`src/rtl/psk_prbs_ber_monitor.sv`:
```
// ----------------------------------------------------------------------------
// psk_prbs_ber_monitor
// Self-synchronising PRBS bit-error monitor for the PSK Rx demodulator output.
// Loads received bits into a local LFSR until it holds a full PRBS state. It
// then free-runs from its own prediction and counts compared bits, bit errors
// and lock losses. A sliding-free fixed window drops lock when the error
// density is too high.
// ----------------------------------------------------------------------------
module psk_prbs_ber_monitor #(
   parameter  int PRBS_ORDER = 7,
   parameter  int BPS_MAX    = 2,
   parameter  int CNT_W      = 32,
   parameter  int WIN_BITS   = 64,
   parameter  int ERR_THR    = 8,
   localparam int BPS_W      = $clog2(BPS_MAX + 1)
) (
   input  logic               clk_16M384,
   input  logic               rst_n_16M384,
   input  logic [BPS_MAX-1:0] sym_bits,
   input  logic               sym_vld,
   input  logic [BPS_W-1:0]   bps,
   input  logic               clear,
   output logic               locked,
   output logic [CNT_W-1:0]   bit_cnt,
   output logic [CNT_W-1:0]   err_cnt,
   output logic [15:0]        lock_loss_cnt
);

   // Second feedback tap of the supported polynomials x^N + x^TAP + 1.
   localparam int TAP = (PRBS_ORDER == 7)  ? 6  :
                        (PRBS_ORDER == 9)  ? 5  :
                        (PRBS_ORDER == 15) ? 14 :
                        (PRBS_ORDER == 23) ? 18 : 28;

   // Fill can overshoot the order by up to one symbol before lock is taken.
   localparam int FILL_W = $clog2(PRBS_ORDER + BPS_MAX + 1);
   // Window counters can overshoot WIN_BITS by up to one symbol.
   localparam int WIN_W  = $clog2(WIN_BITS + BPS_MAX + 1);
   localparam int CNT_W1 = CNT_W + 1;

   typedef enum logic {
      ST_SEARCH = 1'b0,
      ST_LOCKED = 1'b1
   } state_t;

   // Registered state
   state_t                state_q,         state_d;
   logic [PRBS_ORDER-1:0] lfsr_q,          lfsr_d;
   logic [FILL_W-1:0]     fill_q,          fill_d;
   logic [WIN_W-1:0]      win_bits_q,      win_bits_d;
   logic [WIN_W-1:0]      win_err_q,       win_err_d;
   logic [BPS_W-1:0]      prev_bps_q,      prev_bps_d;
   logic [CNT_W-1:0]      bit_cnt_q,       bit_cnt_d;
   logic [CNT_W-1:0]      err_cnt_q,       err_cnt_d;
   logic [15:0]           lock_loss_cnt_q, lock_loss_cnt_d;

   // Per-symbol combinational results
   logic                  sym_ok;
   logic                  bps_chg;
   state_t                sym_state;
   logic [BPS_MAX-1:0]    aligned;
   logic                  pred;
   logic                  rx;
   logic [PRBS_ORDER-1:0] lfsr_nxt;
   logic [BPS_W-1:0]      sym_err;
   logic [FILL_W-1:0]     fill_base;
   logic [FILL_W-1:0]     fill_sum;
   logic [WIN_W-1:0]      win_bits_sum;
   logic [WIN_W-1:0]      win_err_sum;
   logic [BPS_W-1:0]      cnt_bits;
   logic [BPS_W-1:0]      cnt_errs;
   logic                  lose;
   logic [CNT_W:0]        bit_sum;
   logic [CNT_W:0]        err_sum;

   // Qualify the strobe and decide which state this symbol is processed in.
   always_comb begin
      sym_ok    = sym_vld && (bps != '0) && (bps <= BPS_W'(BPS_MAX));
      bps_chg   = sym_ok && (bps != prev_bps_q);
      // A modulation change invalidates the current alignment: treat the
      // symbol as the first one of a fresh search.
      sym_state = bps_chg ? ST_SEARCH : state_q;
   end

   // Walk the symbol's bits oldest first through the LFSR in one cycle.
   always_comb begin
      // NOTE: every variable written here gets a default first, so no path
      // leaves one unassigned and no latch is inferred.
      lfsr_nxt = lfsr_q;
      sym_err  = '0;
      pred     = 1'b0;
      rx       = 1'b0;
      // Left-justify the active bits so the oldest one always sits at the MSB.
      aligned  = sym_bits << (BPS_W'(BPS_MAX) - bps);
      for (int j = 0; j < BPS_MAX; j++) begin
         if (j < int'(bps)) begin
            pred = lfsr_nxt[PRBS_ORDER-1] ^ lfsr_nxt[TAP-1];
            rx   = aligned[BPS_MAX-1-j];
            if (sym_state == ST_LOCKED) begin
               // Free-run on the prediction so line errors never reach the reference.
               lfsr_nxt = {lfsr_nxt[PRBS_ORDER-2:0], pred};
               if (rx != pred) begin
                  sym_err = sym_err + BPS_W'(1);
               end
            end else begin
               lfsr_nxt = {lfsr_nxt[PRBS_ORDER-2:0], rx};
            end
         end
      end
   end

   // Lock state machine: fill tracking in SEARCH, window evaluation in LOCKED.
   always_comb begin
      state_d      = state_q;
      lfsr_d       = lfsr_q;
      fill_d       = fill_q;
      win_bits_d   = win_bits_q;
      win_err_d    = win_err_q;
      prev_bps_d   = prev_bps_q;
      cnt_bits     = '0;
      cnt_errs     = '0;
      lose         = 1'b0;
      fill_base    = fill_q;
      fill_sum     = '0;
      win_bits_sum = '0;
      win_err_sum  = '0;

      if (sym_ok) begin
         prev_bps_d = bps;
         lfsr_d     = lfsr_nxt;
         lose       = bps_chg && (state_q == ST_LOCKED);

         if (sym_state == ST_SEARCH) begin
            if (bps_chg) begin
               fill_base = '0;
            end
            fill_sum   = fill_base + FILL_W'(bps);
            fill_d     = fill_sum;
            win_bits_d = '0;
            win_err_d  = '0;
            state_d    = (fill_sum >= FILL_W'(PRBS_ORDER)) ? ST_LOCKED : ST_SEARCH;
         end else begin
            cnt_bits     = bps;
            cnt_errs     = sym_err;
            win_bits_sum = win_bits_q + WIN_W'(bps);
            win_err_sum  = win_err_q + WIN_W'(sym_err);
            if (win_bits_sum >= WIN_W'(WIN_BITS)) begin
               // Window closes; any overshoot bits are deliberately discarded.
               win_bits_d = '0;
               win_err_d  = '0;
               if (win_err_sum > WIN_W'(ERR_THR)) begin
                  state_d = ST_SEARCH;
                  fill_d  = '0;
                  lose    = 1'b1;
               end
            end else begin
               win_bits_d = win_bits_sum;
               win_err_d  = win_err_sum;
            end
         end
      end
   end

   // Saturating statistics counters; clear overrides the current symbol's counts.
   always_comb begin
      bit_sum         = {1'b0, bit_cnt_q} + CNT_W1'(cnt_bits);
      err_sum         = {1'b0, err_cnt_q} + CNT_W1'(cnt_errs);
      bit_cnt_d       = bit_cnt_q;
      err_cnt_d       = err_cnt_q;
      lock_loss_cnt_d = lock_loss_cnt_q;
      if (clear) begin
         bit_cnt_d       = '0;
         err_cnt_d       = '0;
         lock_loss_cnt_d = '0;
      end else begin
         bit_cnt_d = bit_sum[CNT_W] ? '1 : bit_sum[CNT_W-1:0];
         err_cnt_d = err_sum[CNT_W] ? '1 : err_sum[CNT_W-1:0];
         if (lose && (lock_loss_cnt_q != '1)) begin
            lock_loss_cnt_d = lock_loss_cnt_q + 16'd1;
         end
      end
   end

   // State and counter registers with synchronous active-low reset.
   always_ff @(posedge clk_16M384) begin
      // NOTE: non-blocking assignments so every register samples the values
      // from before this edge, independent of statement order.
      if (!rst_n_16M384) begin
         state_q         <= ST_SEARCH;
         lfsr_q          <= '0;
         fill_q          <= '0;
         win_bits_q      <= '0;
         win_err_q       <= '0;
         prev_bps_q      <= '0;
         bit_cnt_q       <= '0;
         err_cnt_q       <= '0;
         lock_loss_cnt_q <= '0;
      end else begin
         state_q         <= state_d;
         lfsr_q          <= lfsr_d;
         fill_q          <= fill_d;
         win_bits_q      <= win_bits_d;
         win_err_q       <= win_err_d;
         prev_bps_q      <= prev_bps_d;
         bit_cnt_q       <= bit_cnt_d;
         err_cnt_q       <= err_cnt_d;
         lock_loss_cnt_q <= lock_loss_cnt_d;
      end
   end

   assign locked        = (state_q == ST_LOCKED);
   assign bit_cnt       = bit_cnt_q;
   assign err_cnt       = err_cnt_q;
   assign lock_loss_cnt = lock_loss_cnt_q;

endmodule

```
`config.mk`:
```
export PLATFORM = sky130hd
export DESIGN_NAME = psk_prbs_ber_monitor
export DESIGN_NICKNAME = d
export VERILOG_FILES = /design/src/rtl/psk_prbs_ber_monitor.sv
export SDC_FILE = /design/constraint.sdc
export NUM_CORES = 1
export LEC_CHECK = 0
export BUFFER_PORTS_ARGS = -buffer_cell sky130_fd_sc_hd__buf_2
export CAP_MARGIN = 40
export CORE_MARGIN = 3
export CORE_UTILIZATION = 40
export CTS_CLUSTER_DIAMETER = 60
export DETAILED_ROUTE_END_ITERATION = 6
export PLACE_DENSITY = 0.71
export SLEW_MARGIN = 20
export SYNTH_ARGS = -nofsm -noshare
export SYNTH_HDL_FRONTEND = slang
export SYNTH_SLANG_ARGS = --single-unit
```
`constraint.sdc`:
```
create_clock -name clk_16M384 -period 7 [get_ports clk_16M384]
set_clock_uncertainty 0.1 [all_clocks]
set_input_delay 0.7 -clock clk_16M384 [delete_from_list [all_inputs] [get_ports clk_16M384]]
set_output_delay 0.7 -clock clk_16M384 [all_outputs]
set_load 0.02 [all_outputs]
```
### After elaboration in Yosys (flattened, before gate mapping)

Cells that the tools add are included.

| word-level totals | value |
|---|---|
| register bits | 108 |
| input bits | 8 |
| output and inout bits | 81 |
| logic and storage cells | 76 |

| cells by class | value |
|---|---|
| add/sub/neg operators | 8 |
| magnitude comparators | 6 |
| equality and inequality tests | 6 |
| shifts and indexed selects | 1 |
| mux-type cells | 35 |
| bitwise operators | 3 |
| reductions and logical operators | 8 |

Operators with widths:

| kind | number |
|---|---|
| $add A32 B2 Y33 | 2 |
| $mux W32 | 2 |
| $mux W7 | 6 |
| $mux W4 | 6 |
| $add A16 B1 Y16 const B | 1 |
| $ne A16 B16 Y1 const B | 1 |
| $add A7 B2 Y7 | 2 |
| $mux W1 | 14 |
| $mux W2 | 7 |
| $ge A7 B7 Y1 const B | 1 |
| $gt A7 B4 Y1 const B | 1 |
| $logic_and A1 B1 Y1 | 5 |
| $add A4 B2 Y4 | 1 |
| $ge A4 B3 Y1 const B | 1 |
| $lt A1 B2 Y1 const A | 2 |
| $ne A2 B1 Y1 const B | 2 |
| $reduce_and A3 Y1 | 1 |
| $add A2 B1 Y2 const B | 1 |
| $le A2 B2 Y1 const B | 1 |
| $ne A1 B1 Y1 | 2 |
| $ne A2 B2 Y1 | 1 |
| $reduce_bool A2 Y1 | 1 |
| $reduce_or A2 Y1 | 1 |
| $shl A2 B2 Y2 | 1 |
| other kinds (3) | 4 |

### Logic depth before layout (Yosys ltp)

Gate-level depths: netlist (run 1).

| logic depth | value |
|---|---|
| depth in word-level cells | 19 |
| mapped depth | 22 |
| gate-level depth less buffers | 18 |

### Worst setup path after synthesis (run 1)

Ideal clock, no wire load.

| path | value |
|---|---|
| path type | input port to flip-flop |
| start point | input bps[1] |
| end point | register lock_loss_cnt_q[0] (netlist: lock_loss_cnt[0]) |
| library setup time | 128 ps |
| data arrival time | 5,227 ps |
| required time | 6,772 ps |
| path slack | 1,546 ps |
| stages on the path | 22 |
| path buffers | 4 |
| cell sequence | clkbuf_1 clkinv_1 ha_1 buf_6 or3b_1 buf_2 a21o_4 nand2_1 nor3_1 ha_1 nand2_1 o21ai_0 ha_1 inv_1 fa_1 nand3b_1 nor4b_1 o311ai_4 o211ai_4 buf_2 xor2_1 nor2_1 |

| on the way | value |
|---|---|
| word-level cells in the longest chain between the ends | 18 |

RTL lines:

| element | line | text |
|---|---|---|
| start, declared | 21 | `input logic [BPS_W-1:0] bps,` |
| parallel branches: the longest is 16 deep, another holds $add A7 B2 Y7 | n/a |  |
| $mux W1 (*) | 128 | `if (sym_ok) begin` |
| $logic_and A1 B1 Y1 (*) | 178 | `if (lose && (lock_loss_cnt_q != '1)) begin` |
| end signal, assigned | 207 | `lock_loss_cnt_q <= lock_loss_cnt_d;` |
| end, declared | 55 | `logic [15:0] lock_loss_cnt_q, lock_loss_cnt_d;` |

Every way passes the cells marked *.
A chain may end at the register's enable or synchronous reset.

### Worst setup path in the final report (run 1)

| path | value |
|---|---|
| start point | input bps[1] |
| end point | register lock_loss_cnt_q[15] (netlist: lock_loss_cnt[15]) |

Same word-level chain as after synthesis.

==> results of run 1 <==
==> cell type report <==
| class | count | area share |
|---|---|---|
| tap | 176 | 0.0340 |
| clock inverter | 7 | 0.0154 |
| sequential | 108 | 0.334 |
| multi-input combinational | 492 | 0.498 |
| timing repair buffer | 93 | 0.0737 |
| inverter | 18 | 0.0104 |
| clock buffer | 9 | 0.0347 |
==> kinds of logic (layout without fill, tap and decap cells) <==
logic type	after synthesis	in the layout
adders and majority gates	19	19
muxes	6	6
AOI/OAI and AO/OA	152	152
xor gates and xnor gates	61	61
and+or+nand+nor	254	254
buffers and inverters	50	127
DFF	108	108
==> power by group <==
group           total, W  leakage (nW)  internal, W  switching, W
logic          0.0000734          1.47    0.0000261     0.0000473
clock network   0.000552         0.148     0.000315      0.000237
registers       0.000625         0.871     0.000619    0.00000560
total            0.00125          2.49     0.000961      0.000290
==> state kept, by name, indices dropped and copies added (netlist names) <==
signal         flops
bit_cnt           32
err_cnt           32
fill_q             4
lfsr_q             7
lock_loss_cnt     16
locked             1
prev_bps_q         2
win_bits_q         7
win_err_q          7
==> metrics by stage <==
| stage | power [W] | hold WS [ps] |
|---|---|---|
| floorplan | 0.000695 | 325 |
| global placement | 0.000712 | 338 |
| detailed placement | 0.000712 | 346 |
| CTS | 0.00127 | 357 |
| global route | 0.00130 | 381 |
| finish | 0.00125 | 357 |
==> critical path: stages <==
cell and delay (ps):
buf_2 300, clkinv_1 320, ha_1 400, or3b_1 400, buf_4 220, a21o_4 240
nand2_1 230, nor3_1 120, ha_1 300, nand2_1 50, o21ai_0 170, ha_1 190
inv_1 50, fa_1 440, xnor2_1 210, a2111oi_0 110, nor4_2 550, o21ai_4 210
or4_1 540, a21oi_1 150
==> placed cells by master (no fill, tap or decap), types with 6 or more instances in the layout <==
| master | count |
|---|---|
| a21oi_1 | 81 |
| and2_1 | 9 |
| and3_1 | 15 |
| and4_1 | 11 |
| buf_2 | 88 |
| clkbuf_16 | 9 |
| dfxtp_1 | 108 |
| ha_1 | 14 |
| inv_1 | 15 |
| nand2_1 | 62 |
| nand3_1 | 39 |
| nand4_1 | 17 |
| nor2_1 | 32 |
| nor2b_1 | 15 |
| nor3_1 | 11 |
| o21ai_0 | 10 |
| o21ai_1 | 8 |
| o31ai_1 | 6 |
| or3_1 | 9 |
| or4_1 | 8 |
| xnor2_1 | 23 |
| xor2_1 | 38 |
==> path summary, 6_finish.rpt <==
path / startpoint / end / slack [ps] / depth (start not counted)
setup reg to reg: prev_bps_q[1] / lock_loss_cnt[15] / 2600 / 16
hold reg to reg: fill_q[1] / fill_q[1] / 360 / 2
setup / recovery: bps[1] / lock_loss_cnt[15] / 1260 / 20
hold / removal: fill_q[1] / fill_q[1] / 360 / 2
==> per-layer routing <==
| layer | part of all wire | up-vias | wire length [um] |
|---|---|---|---|
| li1 | - | 2483 | - |
| met1 | 0.47 | 2249 | 5940 |
| met2 | 0.47 | 84 | 6020 |
| met3 | 0.048 | 14 | 609 |
| met4 | 0.015 | 0 | 196 |
| met5 | 0 | - | 0 |
==> impl_metrics.csv, run 1 <==
group,metric,value,unit
floorplan,start_util,0.416,
placed_design,post-place-cells,887,
global_routing,grtUsageTotal,0.165,
critical_path,critPathRequiredTime,7180,ps
sta,maxSlewHeadroom,0.476,
layout,final_util,0.482,
layout,nNetsFinal,749,
placed_design,place_hpwl,8810,um
floorplan,die_y,124,um
synth,synth_compound_area_frac,0.172,
cts,cts.sinks,108,
placed_design,portBuffers,88,
synth,synth_fp_nets,677,
global_routing,met3_usage,0.0468,
synth,yosysTopAreaCell,"dfxtp_1",
critical_path,crit_path_end_kind,"flip-flop",
global_routing,overflow,0,
sta,tns,0,ps
layout,final_cell_area,6480,um2
synth,synth.distinct_cells,64,
synth,synth_xor_area_frac,0.0955,
cts,clkTransAtPathRegs,70,ps
sta,fin_crit,5740,ps
cts,cts_root_buf,"clkbuf_16",
floorplan,die_area,15400,um2
synth,async_flop_share,0,
cts,cts_resized,0,
layout,drive_gt1_frac,0.172,
global_routing,grt_pass1_vias,4382,
synth,synth_top_family_by_area,"simple AND/OR/NAND/NOR gates",
sta,clock.fmax,0.174,GHz
synth,synth_most_common_cell,"dfxtp_1",
floorplan,io_pins,89,
synth,yosysWarnings,0,
sta,tightest_slew,780,ps
detailed_routing,routedWlPerCell,14.1,um
synth,synth_top_area_share,0.387,
layout,fin_cells,903,
detailed_routing,drtIter0Drc,294,
synth,synthSimpleGateAreaFrac,0.247,
sta,hold_viol,0,
power,pwr_density_cell,193,nW/um2
layout,register_area,2160,um2
placed_design,dp_slack,898,ps
synth,synth_commonest_cells,"dfxtp_1 (108), a21oi_1 (81), nand2_1 (62), nand3_1 (39), xor2_1 (38)",
layout,area_delta_synth_final,15.9,%
floorplan,design.core.area,13500,um2
synth,syn-instance-count,650,
synth,synth_area,5590,um2
global_routing,antenna_found_initial,0,
sta,slew_viol_final,0,
critical_path,arrival,5920,ps
sta,finalSetupViolCount,0,
cts,holdBufCountCts,0,
layout,n_antenna_cell,0,
cts,cts_buffer_depth,2,
global_routing,grt_use_met1,0.215,
global_routing,grt_max_degree,74,
detailed_routing,via_per_inst,5.35,
synth,ys_seq_elements,108,
cts,cts_tree,"done",
cts,clk_latency,350,ps
synth,synthTopCellsByArea,"dfxtp_1 (39%), a21oi_1 (7.2%), xor2_1 (6.0%), nand2_1 (4.2%), xnor2_1 (3.6%)",
synth,syn_avg_cell_area,8.60,um2
critical_path,crit_path_start_kind,"input port",
flow_run,timing.max_cap.violations,0,
cts,post-cts-setup-buffer-count,0,
synth,synthAdderAreaFrac,0.0492,
floorplan,rows,42,
global_routing,busiest_layer,"met2",
detailed_routing,drt_wl_total,12800,um
synth,seq_area_frac_synth,0.387,
detailed_routing,dr.pass1.iters,4,
placed_design,post_dp_cell_area,6160,um2
global_routing,use_met2,0.259,
sta,grt_setup_unrepaired,"no",
placed_design,place.gp.congestion,0.859,
layout,final.fill_count,1330,
sta,fin_crit_sh,0.820,
cts,cts-buffers-inserted,9,
power,p_leak,2.49,nW
critical_path,worstPathMaxFanout,25,
detailed_routing,vias,4830,
synth,synthMuxAreaShare,0.0132,
floorplan,die_x,124,um
detailed_routing,drc,0,
critical_path,worst-setup-path-type,"in2reg",
layout,multi_input_area,3230,um2
outcome,outcome,"finished clean",
power,peakVddDrop,0.157,mV
detailed_routing,ant_nets,0,
synth,synth-main-ff-cell,"dfxtp_1",
cts,cts-htree-levels,3,
worst_hold_path,hold_path.class,"reg2reg",
synth,synth_edf_count,0,
global_routing,grt_first_pass_wirelength,21600,um
sta,setup_ws,1260,ps
Note: power is estimated with default switching activity, not from simulation.
==> inputs of run 2 (changes only) <==
Clock period 7 ns to 6 ns, I/O delays scaled along.
==> impl_metrics.csv, run 2 (synthesized netlist as in run 1, its figures left out) <==
group,metric,value,unit
critical_path,critPathRequiredTime,6180,ps
floorplan,die_y,124,um
cts,cts_root_buf,"clkbuf_16",
layout,nNetsFinal,751,
critical_path,worstPathMaxFanout,19,
detailed_routing,routedWlPerCell,14.0,um
outcome,outcome,"finished clean",
detailed_routing,drt_wl_total,12600,um
sta,fin_crit,5140,ps
critical_path,arrival,5320,ps
layout,n_antenna_cell,0,
cts,holdBufCountCts,0,
cts,cts-buffers-inserted,9,
detailed_routing,ant_nets,0,
floorplan,start_util,0.416,
critical_path,crit_chain,"buf_2, clkinv_1, ha_1, or3b_1, a21o_4, nand2_1, nor3_1, ha_1, nand2_1, o21ai_0, ha_1, inv_1, fa_1, xnor2_1, a2111oi_0, nor4_2, o211ai_4, or4_1, a21oi_1",
sta,finalSetupViolCount,0,
critical_path,crit_path_end_kind,"flip-flop",
detailed_routing,drtIter0Drc,228,
sta,hold_viol,0,
layout,area_delta_synth_final,15.7,%
global_routing,grt_max_degree,74,
layout,final_common_cell,"dfxtp_1",
cts,cts_buffer_depth,2,
power,p_leak,2.50,nW
floorplan,rows,42,
critical_path,worst-setup-path-type,"in2reg",
critical_path,max_stage_delay,570,ps
sta,maxSlewHeadroom,0.477,
critical_path,path_common_cell,"ha_1",
sta,slew_viol_final,0,
cts,cts_resized,0,
critical_path,slowest_stage,"nor4_2",
sta,tns,0,ps
global_routing,overflow,0,
floorplan,io_pins,89,
sta,tightest_slew,783,ps
placed_design,place.gp.congestion,0.788,
cts,clkTransAtPathRegs,70,ps
sta,clock.fmax,0.194,GHz
cts,post-cts-setup-buffer-count,0,
global_routing,antenna_found_initial,0,
power,peakVddDrop,0.171,mV
floorplan,die_area,15400,um2
global_routing,grt_first_pass_wirelength,21200,um
cts,cts.sinks,108,
flow_run,timing.max_cap.violations,0,
floorplan,die_x,124,um
detailed_routing,dr.pass1.iters,4,
layout,drive_gt1_frac,0.173,
global_routing,grt_pass1_vias,4323,
floorplan,design.core.area,13500,um2
detailed_routing,drc,0,
placed_design,place_hpwl,8900,um
layout,final_cell_area,6470,um2
global_routing,grtUsageTotal,0.162,
worst_hold_path,hold_path.class,"reg2reg",
placed_design,post_dp_cell_area,6160,um2
sta,fin_crit_sh,0.857,
layout,final_cell_mix,"dfxtp_1 (108), buf_2 (88), a21oi_1 (81)",
cts,cts_tree,"done",
power,pwr_density_cell,218,nW/um2
placed_design,portBuffers,88,
sta,grt_setup_unrepaired,"no",
critical_path,crit_path_start_kind,"input port",
detailed_routing,vias,4725,
cts,clk_latency,350,ps
detailed_routing,via_per_inst,5.22,
cts,cts-htree-levels,3,
## run 2: cell types whose count changed in the layout (fill, tap and decap cells not counted), sizes merged
cell,before,now
buf,93,94
bufinv,2,1
clkinvlp,3,2
clkbuf,9,11
inv,18,19
## run 2: worst max-delay path, delay by kind of cell
family / cells / cell delay [ps]
AOI/OAI and AO/OA: 5 / 920
buffers and inverters: 3 / 330
adders and majority gates: 4 / 1330
and+or+nand+nor: 6 / 1940
xor gates and xnor gates: 1 / 200
## run 2: stage by stage
step | total power, W | cells | setup slack, ps | util | hold WS [ps]
after global routing | 0.00147 | 905 | 421 | 0.481 | 386
after floorplan | 0.000810 | 650 | 646 | - | 325
after CTS | 0.00144 | 904 | 878 | 0.481 | 366
final | 0.00141 | 905 | 858 | 0.481 | 373
after global placement | 0.000831 | 888 | 560 | 0.458 | 356
after detailed placement | 0.000831 | 888 | 496 | 0.458 | 352
## run 2: final timing paths
check,startpoint,to,slack [ps],cells past startpoint
hold reg to reg,fill_q[1],fill_q[1],370,2
hold / removal,fill_q[1],fill_q[1],370,2
setup / recovery,bps[1],lock_loss_cnt[14],860,19
setup reg to reg,prev_bps_q[1],lock_loss_cnt[14],1600,16
## run 2: power breakdown
group          leakage (nW)  switching [W]  internal, W
Sequential            0.871     0.00000678     0.000723
Combinational          1.48      0.0000549    0.0000309
Clock                 0.140       0.000271     0.000328
Total                  2.50       0.000333      0.00108
## run 2: layout make-up
type | instances | area, um2
sequential | 108 | 2160
fill | 1334 | 6980
tap | 176 | 220
multi-input combinational | 492 | 3230
inverter | 18 | 67.6
clock buffer | 10 | 229
clock inverter | 6 | 71.3
timing repair buffer | 95 | 490
## run 2: per-layer routing
metal,GRT usage,part of all wire
met5,0,0
met4,0.0432,0.013
met3,0.0511,0.049
met2,0.258,0.46
met1,0.212,0.48
==> inputs of run 3 (changes only) <==
Settings changed: CORE_MARGIN 3 to unset.
==> impl_metrics.csv, run 3 (synthesized netlist as in run 1, its figures left out) <==
group,metric,value,unit
outcome,outcome,"finished clean",
global_routing,grtUsageTotal,0.181,
critical_path,worstPathMaxFanout,19,
sta,finalSetupViolCount,0,
sta,tightest_slew,895,ps
placed_design,portBuffers,88,
layout,area_delta_synth_final,15.5,%
global_routing,grt_first_pass_wirelength,21200,um
detailed_routing,routedWlPerCell,14.0,um
floorplan,io_pins,89,
critical_path,arrival,5230,ps
critical_path,critPathRequiredTime,6180,ps
layout,final.fill_count,1337,
floorplan,die_area,14500,um2
layout,drive_gt1_frac,0.169,
layout,final_cell_area,6460,um2
detailed_routing,via_per_inst,5.28,
global_routing,grt_use_met1,0.238,
cts,cts_buffer_depth,2,
global_routing,met3_usage,0.0590,
worst_hold_path,hold_path.class,"reg2reg",
cts,holdBufCountCts,0,
detailed_routing,ant_nets,0,
global_routing,grt_max_degree,75,
cts,clk_latency,350,ps
placed_design,dp_slack,573,ps
layout,n_antenna_cell,0,
critical_path,crit_path_end_kind,"flip-flop",
placed_design,post-place-cells,889,
cts,post-cts-setup-buffer-count,0,
sta,clock.fmax,0.198,GHz
cts,cts_tree,"done",
sta,slew_viol_final,0,
global_routing,busiest_layer,"met2",
flow_run,timing.max_cap.violations,0,
sta,fin_crit,5050,ps
floorplan,rows,42,
layout,final_cell_mix,"dfxtp_1 (108), buf_2 (88), a21oi_1 (81)",
detailed_routing,vias,4770,
cts,cts_root_buf,"clkbuf_16",
cts,clkTransAtPathRegs,70,ps
power,pwr_density_cell,218,nW/um2
sta,fin_crit_sh,0.841,
floorplan,design.core.area,13500,um2
layout,nNetsFinal,751,
global_routing,grt_pass1_vias,4397,
cts,cts-htree-levels,3,
placed_design,place_hpwl,8650,um
floorplan,die_y,120,um
power,peakVddDrop,0.150,mV
critical_path,crit_path_start_kind,"input port",
layout,fin_cells,904,
placed_design,place.gp.congestion,0.790,
placed_design,post_dp_cell_area,6170,um2
cts,cts_resized,0,
detailed_routing,drt_wl_total,12700,um
floorplan,start_util,0.416,
sta,tns,0,ps
global_routing,overflow,0,
cts,cts-buffers-inserted,9,
critical_path,path_common_cell,"ha_1",
cts,cts.sinks,108,
detailed_routing,drc,0,
critical_path,crit_chain,"buf_2, clkinv_1, ha_1, or3b_1, a21o_4, nand2_1, nor3_1, ha_1, nand2_1, o21ai_0, ha_1, inv_1, fa_1, xnor2_1, a2111oi_0, nor4_2, o211ai_4, or4_1, a21oi_1",
sta,maxSlewHeadroom,0.398,
sta,setup_ws,954,ps
sta,grt_setup_unrepaired,"no",
power,p_leak,2.49,nW
critical_path,slowest_stage,"nor4_2",
critical_path,max_stage_delay,560,ps
global_routing,antenna_found_initial,0,
floorplan,die_x,120,um
critical_path,worst-setup-path-type,"in2reg",
sta,hold_viol,0,
detailed_routing,dr.pass1.iters,4,
layout,final_common_cell,"dfxtp_1",
detailed_routing,drtIter0Drc,301,
global_routing,use_met2,0.285,
==> run 3: cell count changes in the layout (fill, tap and decap cells not counted), sizes merged <==
cell / before / now
inv: 19 / 17
clkinvlp: 2 / 0
clkbuf: 11 / 13
buf: 94 / 95
==> run 3: layer usage <==
layer	part of all wire	up-vias	wire [um]
met5	0	-	0
met4	0.011	0	143
met3	0.054	7	685
met2	0.45	93	5670
met1	0.49	2197	6150
li1	-	2473	-
==> run 3: cell type report <==
| type | instances | area (um2) | area share |
|---|---|---|---|
| clock buffer | 13 | 250 | 0.0388 |
| multi-input combinational | 492 | 3230 | 0.500 |
| tap | 176 | 220 | 0.0341 |
| sequential | 108 | 2160 | 0.335 |
| timing repair buffer | 95 | 493 | 0.0763 |
| inverter | 18 | 67.6 | 0.0105 |
| clock inverter | 2 | 35.0 | 0.00543 |
==> run 3: power breakdown <==
group	internal (W)	total, W	switching [W]
clock network	0.000333	0.000591	0.000258
registers	0.000723	0.000729	0.00000663
logic	0.0000314	0.0000863	0.0000549
total	0.00109	0.00141	0.000319
==> run 3: stage by stage <==
stage	util	hold slack, ps	total power (W)
after floorplan	-	325	0.000810
after CTS	0.480	374	0.00142
after global routing	0.480	408	0.00146
after detailed placement	0.459	361	0.000833
after global placement	0.459	357	0.000831
final	0.480	371	0.00141
==> run 3: final timing paths <==
kind                 start                end  slack [ps]  cells past startpoint
max                 bps[1]  lock_loss_cnt[14]         950                     19
min              fill_q[0]          fill_q[0]         370                      2
max reg2reg  prev_bps_q[1]  lock_loss_cnt[14]        1750                     16
min reg2reg      fill_q[0]          fill_q[0]         370                      2
==> run 3: critical path, delay by kind of cell <==
| family | cells | cell delay [ps] |
|---|---|---|
| compound gates | 5 | 920 |
| buf+inv | 3 | 500 |
| fa+ha+maj | 4 | 1250 |
| simple gates | 6 | 1740 |
| xor+xnor | 1 | 200 |
